## src/rtl/pacman_pkg.sv

```systemverilog
// rtl/pacman_pkg.sv - shared ghost-mode state encoding and phase-table defaults
//
// Contents:
//   ghostState_t       scheduler states IDLE / RUN / FRIGHT
//   PHASE_COUNT        number of scatter/chase phases (8)
//   CHASE_PHASE_LAST   index of the final, unbounded chase phase (7)
//   DEF_*              default durations in seconds and clk cycles per second
package pacman_pkg;

  typedef enum logic [1:0] {
    IDLE   = 2'd0,
    RUN    = 2'd1,
    FRIGHT = 2'd2
  } ghostState_t;

  localparam int         PHASE_COUNT      = 8;
  localparam logic [2:0] CHASE_PHASE_LAST = 3'd7;

  localparam int DEF_SEC_DIV    = 25_000_000;
  localparam int DEF_SCAT0_SEC  = 7;
  localparam int DEF_CHASE0_SEC = 20;
  localparam int DEF_SCAT1_SEC  = 7;
  localparam int DEF_CHASE1_SEC = 20;
  localparam int DEF_SCAT2_SEC  = 5;
  localparam int DEF_CHASE2_SEC = 20;
  localparam int DEF_SCAT3_SEC  = 5;
  localparam int DEF_FRIGHT_SEC = 6;

endpackage

```

## src/rtl/ghost_mode_scheduler_sec_prescaler.sv

```systemverilog
// rtl/ghost_mode_scheduler_sec_prescaler.sv - clk-to-seconds prescaler for the ghost mode scheduler
//
// Macro: FRIGHT_FLASH_EN adds the halfTick output.
// Ports:
//   clk, reset_n   clock, asynchronous active-low reset
//   en             count this cycle
//   clr            restart the second (wins over en)
//   secTick        presc is at SEC_DIV-1 and enabled: a second elapses this cycle
//   halfTick       presc is at SEC_DIV/2-1 and enabled (FRIGHT_FLASH_EN only)
module sec_prescaler
  import pacman_pkg::*;
#(
  parameter int SEC_DIV = DEF_SEC_DIV
) (
  input  logic clk,
  input  logic reset_n,
  input  logic en,
  input  logic clr,
  output logic secTick
`ifdef FRIGHT_FLASH_EN
  ,
  output logic halfTick
`endif
);

  localparam int            PW   = (SEC_DIV > 1) ? $clog2(SEC_DIV) : 1;
  localparam logic [PW-1:0] LAST = PW'(SEC_DIV - 1);

  logic [PW-1:0] presc;

  assign secTick = en && (presc == LAST);

`ifdef FRIGHT_FLASH_EN
  localparam logic [PW-1:0] HALF = PW'((SEC_DIV >= 2) ? (SEC_DIV / 2 - 1) : 0);
  assign halfTick = en && (SEC_DIV >= 2) && (presc == HALF);
`endif

  always_ff @(posedge clk or negedge reset_n) begin
    if (!reset_n) begin
      presc <= '0;
    end else if (clr) begin
      presc <= '0;
    end else if (en) begin
      presc <= secTick ? '0 : presc + PW'(1);
    end
  end

endmodule

```

## src/rtl/ghost_mode_scheduler.sv

```systemverilog
// rtl/ghost_mode_scheduler.sv - global scatter/chase/frightened sequencer for the ghost movers
//
// Macro: FRIGHT_FLASH_EN enables fright_flash; otherwise it is tied to 0.
// Ports:
//   clk, reset_n   clock, asynchronous active-low reset
//   start          pulse: (re)start the phase table at phase 0
//   freeze         level: hold all timers and state, suppress reverse
//   power_pellet   pulse: enter or extend frightened
//   isChase        chase mode to ghosts (registered)
//   isScatter      scatter mode to ghosts (registered)
//   isFrightened   frightened mode (registered)
//   reverse        one-cycle direction-reversal strobe
//   phase          current phase index 0..7
//   fright_flash   end-of-fright warning blink
module ghost_mode_scheduler
  import pacman_pkg::*;
#(
  parameter int SEC_DIV    = DEF_SEC_DIV,
  parameter int SCAT0_SEC  = DEF_SCAT0_SEC,
  parameter int CHASE0_SEC = DEF_CHASE0_SEC,
  parameter int SCAT1_SEC  = DEF_SCAT1_SEC,
  parameter int CHASE1_SEC = DEF_CHASE1_SEC,
  parameter int SCAT2_SEC  = DEF_SCAT2_SEC,
  parameter int CHASE2_SEC = DEF_CHASE2_SEC,
  parameter int SCAT3_SEC  = DEF_SCAT3_SEC,
  parameter int FRIGHT_SEC = DEF_FRIGHT_SEC
) (
  input  logic       clk,
  input  logic       reset_n,
  input  logic       start,
  input  logic       freeze,
  input  logic       power_pellet,
  output logic       isChase,
  output logic       isScatter,
  output logic       isFrightened,
  output logic       reverse,
  output logic [2:0] phase,
  output logic       fright_flash
);

  ghostState_t state, stateN;
  logic [2:0]  phaseN;
  logic [5:0]  secCnt, secCntN;
  logic [5:0]  frightCnt, frightCntN;
  logic [5:0]  curDur;
  logic        reverseN;
  logic        prescEn, prescClr;
  logic        secTick;
`ifdef FRIGHT_FLASH_EN
  logic        halfTick;
`endif

  // Timers only advance while a sequence is live and the game is not frozen.
  assign prescEn = (state != IDLE) && !freeze;

  sec_prescaler #(
    .SEC_DIV(SEC_DIV)
  ) uPresc (
    .clk     (clk),
    .reset_n (reset_n),
    .en      (prescEn),
    .clr     (prescClr),
    .secTick (secTick)
`ifdef FRIGHT_FLASH_EN
    ,
    .halfTick(halfTick)
`endif
  );

  always_comb begin
    curDur = 6'd63;
    case (phase)
      3'd0:    curDur = 6'(SCAT0_SEC);
      3'd1:    curDur = 6'(CHASE0_SEC);
      3'd2:    curDur = 6'(SCAT1_SEC);
      3'd3:    curDur = 6'(CHASE1_SEC);
      3'd4:    curDur = 6'(SCAT2_SEC);
      3'd5:    curDur = 6'(CHASE2_SEC);
      3'd6:    curDur = 6'(SCAT3_SEC);
      default: curDur = 6'd63;
    endcase
  end

  // Priority: start (even while frozen) > power_pellet > timer expiry.
  always_comb begin
    stateN     = state;
    phaseN     = phase;
    secCntN    = secCnt;
    frightCntN = frightCnt;
    reverseN   = 1'b0;
    prescClr   = 1'b0;
    if (start) begin
      stateN     = RUN;
      phaseN     = 3'd0;
      secCntN    = 6'd0;
      frightCntN = 6'd0;
      prescClr   = 1'b1;
    end else if (!freeze) begin
      case (state)
        RUN: begin
          if (power_pellet) begin
            // Phase and secCnt stay put: the phase timer pauses during fright.
            stateN     = FRIGHT;
            frightCntN = 6'd0;
            reverseN   = 1'b1;
            prescClr   = 1'b1;
          end else if (secTick) begin
            if (phase != CHASE_PHASE_LAST && secCnt == curDur - 6'd1) begin
              phaseN   = phase + 3'd1;
              secCntN  = 6'd0;
              reverseN = 1'b1;
            end else if (secCnt != 6'd63) begin
              secCntN = secCnt + 6'd1;
            end
          end
        end
        FRIGHT: begin
          if (power_pellet) begin
            frightCntN = 6'd0;
            prescClr   = 1'b1;
          end else if (secTick) begin
            if (frightCnt == 6'(FRIGHT_SEC - 1)) begin
              stateN     = RUN;
              frightCntN = 6'd0;
              prescClr   = 1'b1;
            end else begin
              frightCntN = frightCnt + 6'd1;
            end
          end
        end
        default: ;
      endcase
    end
  end

  always_ff @(posedge clk or negedge reset_n) begin
    if (!reset_n) begin
      state        <= IDLE;
      phase        <= 3'd0;
      secCnt       <= 6'd0;
      frightCnt    <= 6'd0;
      reverse      <= 1'b0;
      isChase      <= 1'b0;
      isScatter    <= 1'b0;
      isFrightened <= 1'b0;
    end else begin
      state        <= stateN;
      phase        <= phaseN;
      secCnt       <= secCntN;
      frightCnt    <= frightCntN;
      reverse      <= reverseN;
      isChase      <= (stateN == RUN) && phaseN[0];
      isScatter    <= (stateN == RUN) && !phaseN[0];
      isFrightened <= (stateN == FRIGHT);
    end
  end

`ifdef FRIGHT_FLASH_EN
  logic flashWin, flashWinN, flashN;

  assign flashWin  = (state == FRIGHT) && (int'(frightCnt) + 2 >= FRIGHT_SEC);
  assign flashWinN = (stateN == FRIGHT) && (int'(frightCntN) + 2 >= FRIGHT_SEC);

  // Lights on entering the last two seconds, then flips on every half second.
  always_comb begin
    flashN = 1'b0;
    if (flashWinN) begin
      flashN = flashWin ? (fright_flash ^ (halfTick | secTick)) : 1'b1;
    end
  end

  always_ff @(posedge clk or negedge reset_n) begin
    if (!reset_n) begin
      fright_flash <= 1'b0;
    end else begin
      fright_flash <= flashN;
    end
  end
`else
  assign fright_flash = 1'b0;
`endif

endmodule
```

## config.mk

```make
export PLATFORM = sky130hd
export DESIGN_NAME = ghost_mode_scheduler
export DESIGN_NICKNAME = d
export VERILOG_FILES = /design/src/rtl/pacman_pkg.sv /design/src/rtl/ghost_mode_scheduler_sec_prescaler.sv /design/src/rtl/ghost_mode_scheduler.sv
export SDC_FILE = /design/constraint.sdc
export NUM_CORES = 1
export LEC_CHECK = 0
export ABC_AREA = 1
export BUFFER_PORTS_ARGS = -buffer_cell sky130_fd_sc_hd__buf_2
export CAP_MARGIN = 25
export CORE_MARGIN = 2
export CORE_UTILIZATION = 23
export DETAILED_ROUTE_END_ITERATION = 10
export HOLD_SLACK_MARGIN = 0.1
export SLEW_MARGIN = 20
export SYNTH_ARGS = -nofsm -noshare
export SYNTH_HDL_FRONTEND = slang
export SYNTH_SLANG_ARGS = --single-unit
```

## constraint.sdc

```tcl
create_clock -name clk -period 2.3 [get_ports clk]
set_input_delay 0.345 -clock clk [delete_from_list [all_inputs] [get_ports clk]]
set_output_delay 0.345 -clock clk [all_outputs]
set_load 0.005 [all_outputs]
```

# --- After elaboration in Yosys (flattened, before gate mapping) ---
# Cells that the tools add are included.
op_classes:
  addsub: 5
  multipliers: 0
  n_div: 0
  n_lt_le_gt_ge: 0
  n_eq_ne: 19
  shift: 0
  mux: 44
  bitwise_logic: 0
  n_reduce_logical: 21
op_table:
  columns: ["cell", "n"]
  rows:
  - ["$mux W6", 13]
  - ["$mux W25", 3]
  - ["$add A25 B1 Y25 const B", 1]
  - ["$eq A25 B25 Y1 const B", 1]
  - ["$mux W3", 6]
  - ["$pmux W6 S3", 1]
  - ["$add A6 B1 Y6 const B", 2]
  - ["$mux W1", 12]
  - ["$mux W2", 6]
  - ["$pmux W6 S2", 1]
  - ["$reduce_and A5 Y1", 2]
  - ["$reduce_bool A2 Y1", 5]
  - ["$eq A3 B3 Y1 const B", 3]
  - ["$eq A3 B2 Y1 const B", 2]
  - ["$eq A6 B3 Y1 const B", 1]
  - ["$eq A6 B6 Y1", 1]
  - ["$ne A3 B3 Y1 const B", 2]
  - ["$ne A6 B6 Y1 const B", 1]
  - ["$reduce_bool A3 Y1", 2]
  - ["$sub A6 B1 Y6 const B", 1]
  - ["$logic_and A1 B1 Y1", 5]
  - ["$eq A2 B1 Y1 const B", 2]
  - ["$eq A2 B2 Y1 const B", 2]
  - ["$ne A2 B2 Y1 const B", 2]
  - ["10 further kinds", 12]
word_totals:
  register_bits: 46
  latch_bits: 0
  ramBits: 0
  mem_bits_ro: 0
  out_inout_bits: 8
  mem_count: 0

# --- Depth between registers and ports, before layout ---
logic_depth:
  word_depth: 14
  mapped_depth: 14

# --- By module ---
# From an unflattened synthesis, not the netlist that was laid out.
hier_totals:
  cells_unflattened: 460
  hier_area_um2: 3310.7
modules_own_cells:
  columns: ["mod", "n_inst", "cells_each", "area_each_um2", "seq_area_each_um2"]
  rows:
  - ["sec_prescaler", 1, 247, 1727.9, 625.6]
  - ["ghost_mode_scheduler", 1, 213, 1582.8, 525.5]

# --- Least setup slack after synthesis ---
# OpenSTA, ideal clock, no wires.
synth_path:
  kind: "register to register"
  from: "reg phase[0]"
  to: "reg isScatter"
  arrival_time_ns: 1.925
  path_slack_ns: 0.256
  path_stages_with_launch: 15
  n_path_buf: 0
  synth_period_minus_slack_ns: 2.044
  cell_sequence: "dfrtp_1 ha_1 ha_1 nor2_1 nand2_1 nand2_1 nand2_1 nand2_1 nand2_1 nor2_2 nand3_1 nand2_1 inv_1 nor2_1 nor2_1"
synth_between:
  elab_chain_cells: 14
synth_rtl:
  columns: ["item", "line", "source"]
  rows:
  - ["start, declared", "ghost_mode_scheduler.sv:37", "output logic [2:0] phase,"]
  - ["start signal, assigned", "ghost_mode_scheduler.sv:148", "phase <= phaseN;"]
  - ["$eq A3 B3 Y1 (tied with other cells)", "ghost_mode_scheduler.sv:72", "case (phase)"]
  - ["$reduce_or A3 Y1 (no source line) or $reduce_or A2 Y1 (tied branches)", null, null]
  - ["$pmux W6 S3", "ghost_mode_scheduler.sv:72", null]
  - ["$sub A6 B1 Y6", "ghost_mode_scheduler.sv:108", "if (phase != CHASE_PHASE_LAST && secCnt == curDur - 6'd1) begin"]
  - ["$eq A6 B6 Y1", "ghost_mode_scheduler.sv:108", null]
  - ["$logic_and A1 B1 Y1", "ghost_mode_scheduler.sv:108", null]
  - ["$mux W3", "ghost_mode_scheduler.sv:108", null]
  - ["$mux W3", "ghost_mode_scheduler.sv:107", "end else if (secTick) begin"]
  - ["$mux W3", "ghost_mode_scheduler.sv:101", "if (power_pellet) begin"]
  - ["$mux W3", "ghost_mode_scheduler.sv:99", "case (state)"]
  - ["$mux W3 *", "ghost_mode_scheduler.sv:98", "end else if (!freeze) begin"]
  - ["$mux W3 *", "ghost_mode_scheduler.sv:92", "if (start) begin"]
  - ["via phaseN[0]", "ghost_mode_scheduler.sv:42", "logic [2:0] phaseN;"]
  - ["$logic_not A1 Y1 *", "ghost_mode_scheduler.sv:153", "isScatter <= (stateN == RUN) && !phaseN[0];"]
  - ["$logic_and A1 B1 Y1 *", "ghost_mode_scheduler.sv:153", null]
  - ["end signal, assigned", "ghost_mode_scheduler.sv:153", null]
  - ["end, declared", "ghost_mode_scheduler.sv:34", "output logic isScatter,"]
# Mark *: on every way through the listed nets, which the timed path passes. The rest lies on a longest branch. The select of a mux whose other input is x is not followed.
# A chain may end at the register's enable or synchronous reset.

# --- Worst setup path in the final report ---
# Same ends and word-level chain as after synthesis.

==> impl_metrics.yaml <==
worst_setup_path:
  cp_slowest_cell: "dfrtp_2"
  critPathMaxFanout: 5
  crit_chain: "ha_1, ha_1, nor2_2, nand2_1, nand2_1, nand2_1, inv_1, nand3_1, nor2_2, nand3_2, nand2_1, inv_1, nor2_1, nor2_1"
  critPathBufInv: 2
  end_kind: "flip-flop"
  crit_top_cell: "nand2_1"
  slowest_delay_ns: 0.44
  worstPathRequired_ns: 2.48
  crit_family: "simple AND/OR/NAND/NOR gates"
  cp-start-kind: "flip-flop"
  cp_data_arrival_time_ns: 2.29
  path_class: "flip-flop to flip-flop"
pwr:
  peakVddDrop_mv: 0.429
  powerDensity_nw_per_um2: 487
  leakage_nw: 1.85
  total_power_mw: 1.92
global_routing:
  globalRouteMet1Util_pct: 15.5
  grt_pass1_wl_mm: 14.3
  met2_usage_pct: 16.5
  track_usage_pct: 10.8
  grt_pass1_vias: 2912
  overflow: 0
  grt_max_degree: 51
  use_met3_pct: 2.61
  grt-busiest-layer: "met2"
  antenna_found_initial: 0
detailed_routing:
  num_vias: 3072
  drtIter0Drc: 174
  drc_errors: 0
  wire_per_inst_um: 11.4
  wl_mm: 7.96
  drtAntennaViolNets: 0
  drt_pass1_iterations: 4
  drt-vias-per-instance: 4.41
yosys:
  synth.cell_area_um2: 3390
  synth_nets: 507
  ys_seq_area_share_pct: 33.9
  syn-instance-count: 489
  avgSynthCellArea_um2: 6.94
  yosysWarnings: 0
  yosys_register_bits: 46
  yosysUniqueCellTypes: 37
clock_network:
  clock_path_buffers: 2
  clock-sinks: 46
  insertion_delay_ns: 0.29
  numCtsBuffers: 5
  h-tree-depth: 2
  clkSlewWorstSetupHoldPaths_ns: 0.07
  cts_tree: "yes"
  root_buffer: "clkbuf_16"
placed_design:
  globalplace.congestion: 0.903
  io_buffers: 11
  place_ws_ns: 0.0483
  dp_hpwl_mm: 5.79
floorplan:
  io_pins: 13
  dieArea_um2: 15700
  rows: 44
  fp.coreArea_um2: 14500
  start_util_pct: 23.4
  dieWidth_um: 125
  die_height_um: 125
finish:
  nNetsFinal: 529
  layout-drive-gt1-share_pct: 10.7
  seq_area_um2: 1150
  n_antenna_cell: 0
  fillers: 1578
  area_delta_synth_final_pct: 16.0
  multi_input_area_um2: 1950
timing:
  fin_crit_sh_pct: 91.7
  finalHoldViolCount: 0
  setup_ws_ns: 0.191
  fmax_mhz: 474
  slew_viol_final: 0
  maxSlewHeadroom_pct: 60.0
  tightestPinTransition_ns: 0.595
  finalCriticalPeriod_ns: 2.11
  fin_worst_skew_ns: 0.00694
  setup_viol_count_final: 0
hold_path:
  worst_hold_path_type: "input pin to flip-flop"
status:
  status: "finished clean"
flow_run:
  max_cap_viol_count: 0
synth_stat cells, drive strengths merged:
master  number  area share, %
clkbuf       5           0.55
xnor2        4            1.0
mux2i        1           0.30
nor3b        3           0.66
inv         57            6.3
nor4         1           0.18
xor2        15            3.9
o21a         1           0.22
nand3       82             13
a22oi        1           0.22
a21oi        5           0.74
nand3b      13            2.9
clkinv       1           0.11
nor3        18            3.0
buf          8            2.2
nand2      130             15
conb         1           0.11
nand4        8            1.5
or2          3           0.55
nor2        57            6.9
ha          13            4.8
dfrtp       46             34
o21ai       14            2.3
o22ai        1           0.18
o211ai       1           0.22
cell type report:
cell class	instances	area share [%]
multi-input cells	372	49.6
well taps	184	5.85
clock inverters	2	0.954
flip-flops and latches	46	29.3
inverters	58	5.53
repair buffers	28	5.53
clock buffers	6	3.28
cell families (layout without fill, tap and decap cells):
family / Yosys count / count (layout) / share of synthesized area [%]
AND/OR/NAND/NOR: 315 / 315 / 42.9
buffers and inverters: 71 / 94 / 9.15
flip-flops: 46 / 46 / 33.9
AO/OA/AOI/OAI: 23 / 23 / 3.87
XOR/XNOR: 19 / 19 / 4.91
adder cells (fa/ha/maj): 13 / 13 / 4.80
other: 1 / 1 / 0.111
multiplexers: 1 / 1 / 0.295
cell usage in the layout (no fill, tap or decap), types with 11 or more instances in the layout:
cell type  Yosys  routed
nor2_1        53      51
ha_1          13      12
buf_2          2      11
nand3_1       80      79
inv_1         55      55
dfrtp_1       46      45
nor3_1        17      17
nand3b_1      13      13
xor2_1        15      15
nand2_1      128     128
buf_4          1      14
report_power, final:
part | total (mW) | internal [mW] | switching (mW)
logic | 0.246 | 0.0800 | 0.166
clock network | 0.835 | 0.514 | 0.321
registers | 0.837 | 0.826 | 0.0105
routing by layer:
metal	share of wire, %	vias up
met5	0	-
met4	1.2	0
li1	-	1624
met1	52	1389
met3	4.8	8
met2	42	51
worst register-to-register path: stages (launching register included):
cell     delay, ns
dfrtp_2       0.44
ha_1          0.23
ha_1          0.21
nor2_2        0.13
nand2_1       0.09
nand2_1       0.06
nand2_1       0.04
inv_1         0.04
nand3_1       0.09
nor2_2        0.17
nand3_2       0.14
nand2_1       0.11
inv_1         0.04
nor2_1        0.14
nor2_1        0.06
path summary, 6_finish.rpt:
path                                    from                to  slack, ns  depth (start not counted)
worst min-delay path                  freeze         secCnt[1]       0.40                          4
worst min register to register  frightCnt[0]      frightCnt[0]       0.54                          1
worst max register to register      phase[0]         isScatter       0.19                         14
min in group asynchronous            reset_n   uPresc.presc[0]       0.60                          2
max in group asynchronous            reset_n  uPresc.presc[16]       1.10                          3
worst max-delay path                phase[0]         isScatter       0.19                         14
sequential cells by signal, indices dropped and copies added, names as in the netlist:
name,cells
isScatter,1
phase,3
reverse,1
frightCnt,6
secCnt,6
isChase,1
uPresc.presc,25
isFrightened,1
state,2
repair_timing:
item	CTS	global route
hold endpoints to repair	23	0
gates resized for setup	0	6
hold buffers	1	0
buffers inserted	0	3
endpoints found under the setup margin	0	27
metrics by stage:
stage               TNS [ns]  std cells  hold slack [ns]  utilization, %  cell area (um^2)
global route         -0.0157        696            0.437            27.2              3940
CTS                        0        692            0.395            26.7              3860
floorplan                  0        489           0.0494               -              3390
finish                     0        696            0.403            27.2              3940
detailed placement         0        683            0.400            25.4              3680
global placement           0        683            0.402            25.4              3680
(Power assumes the default switching activity.)
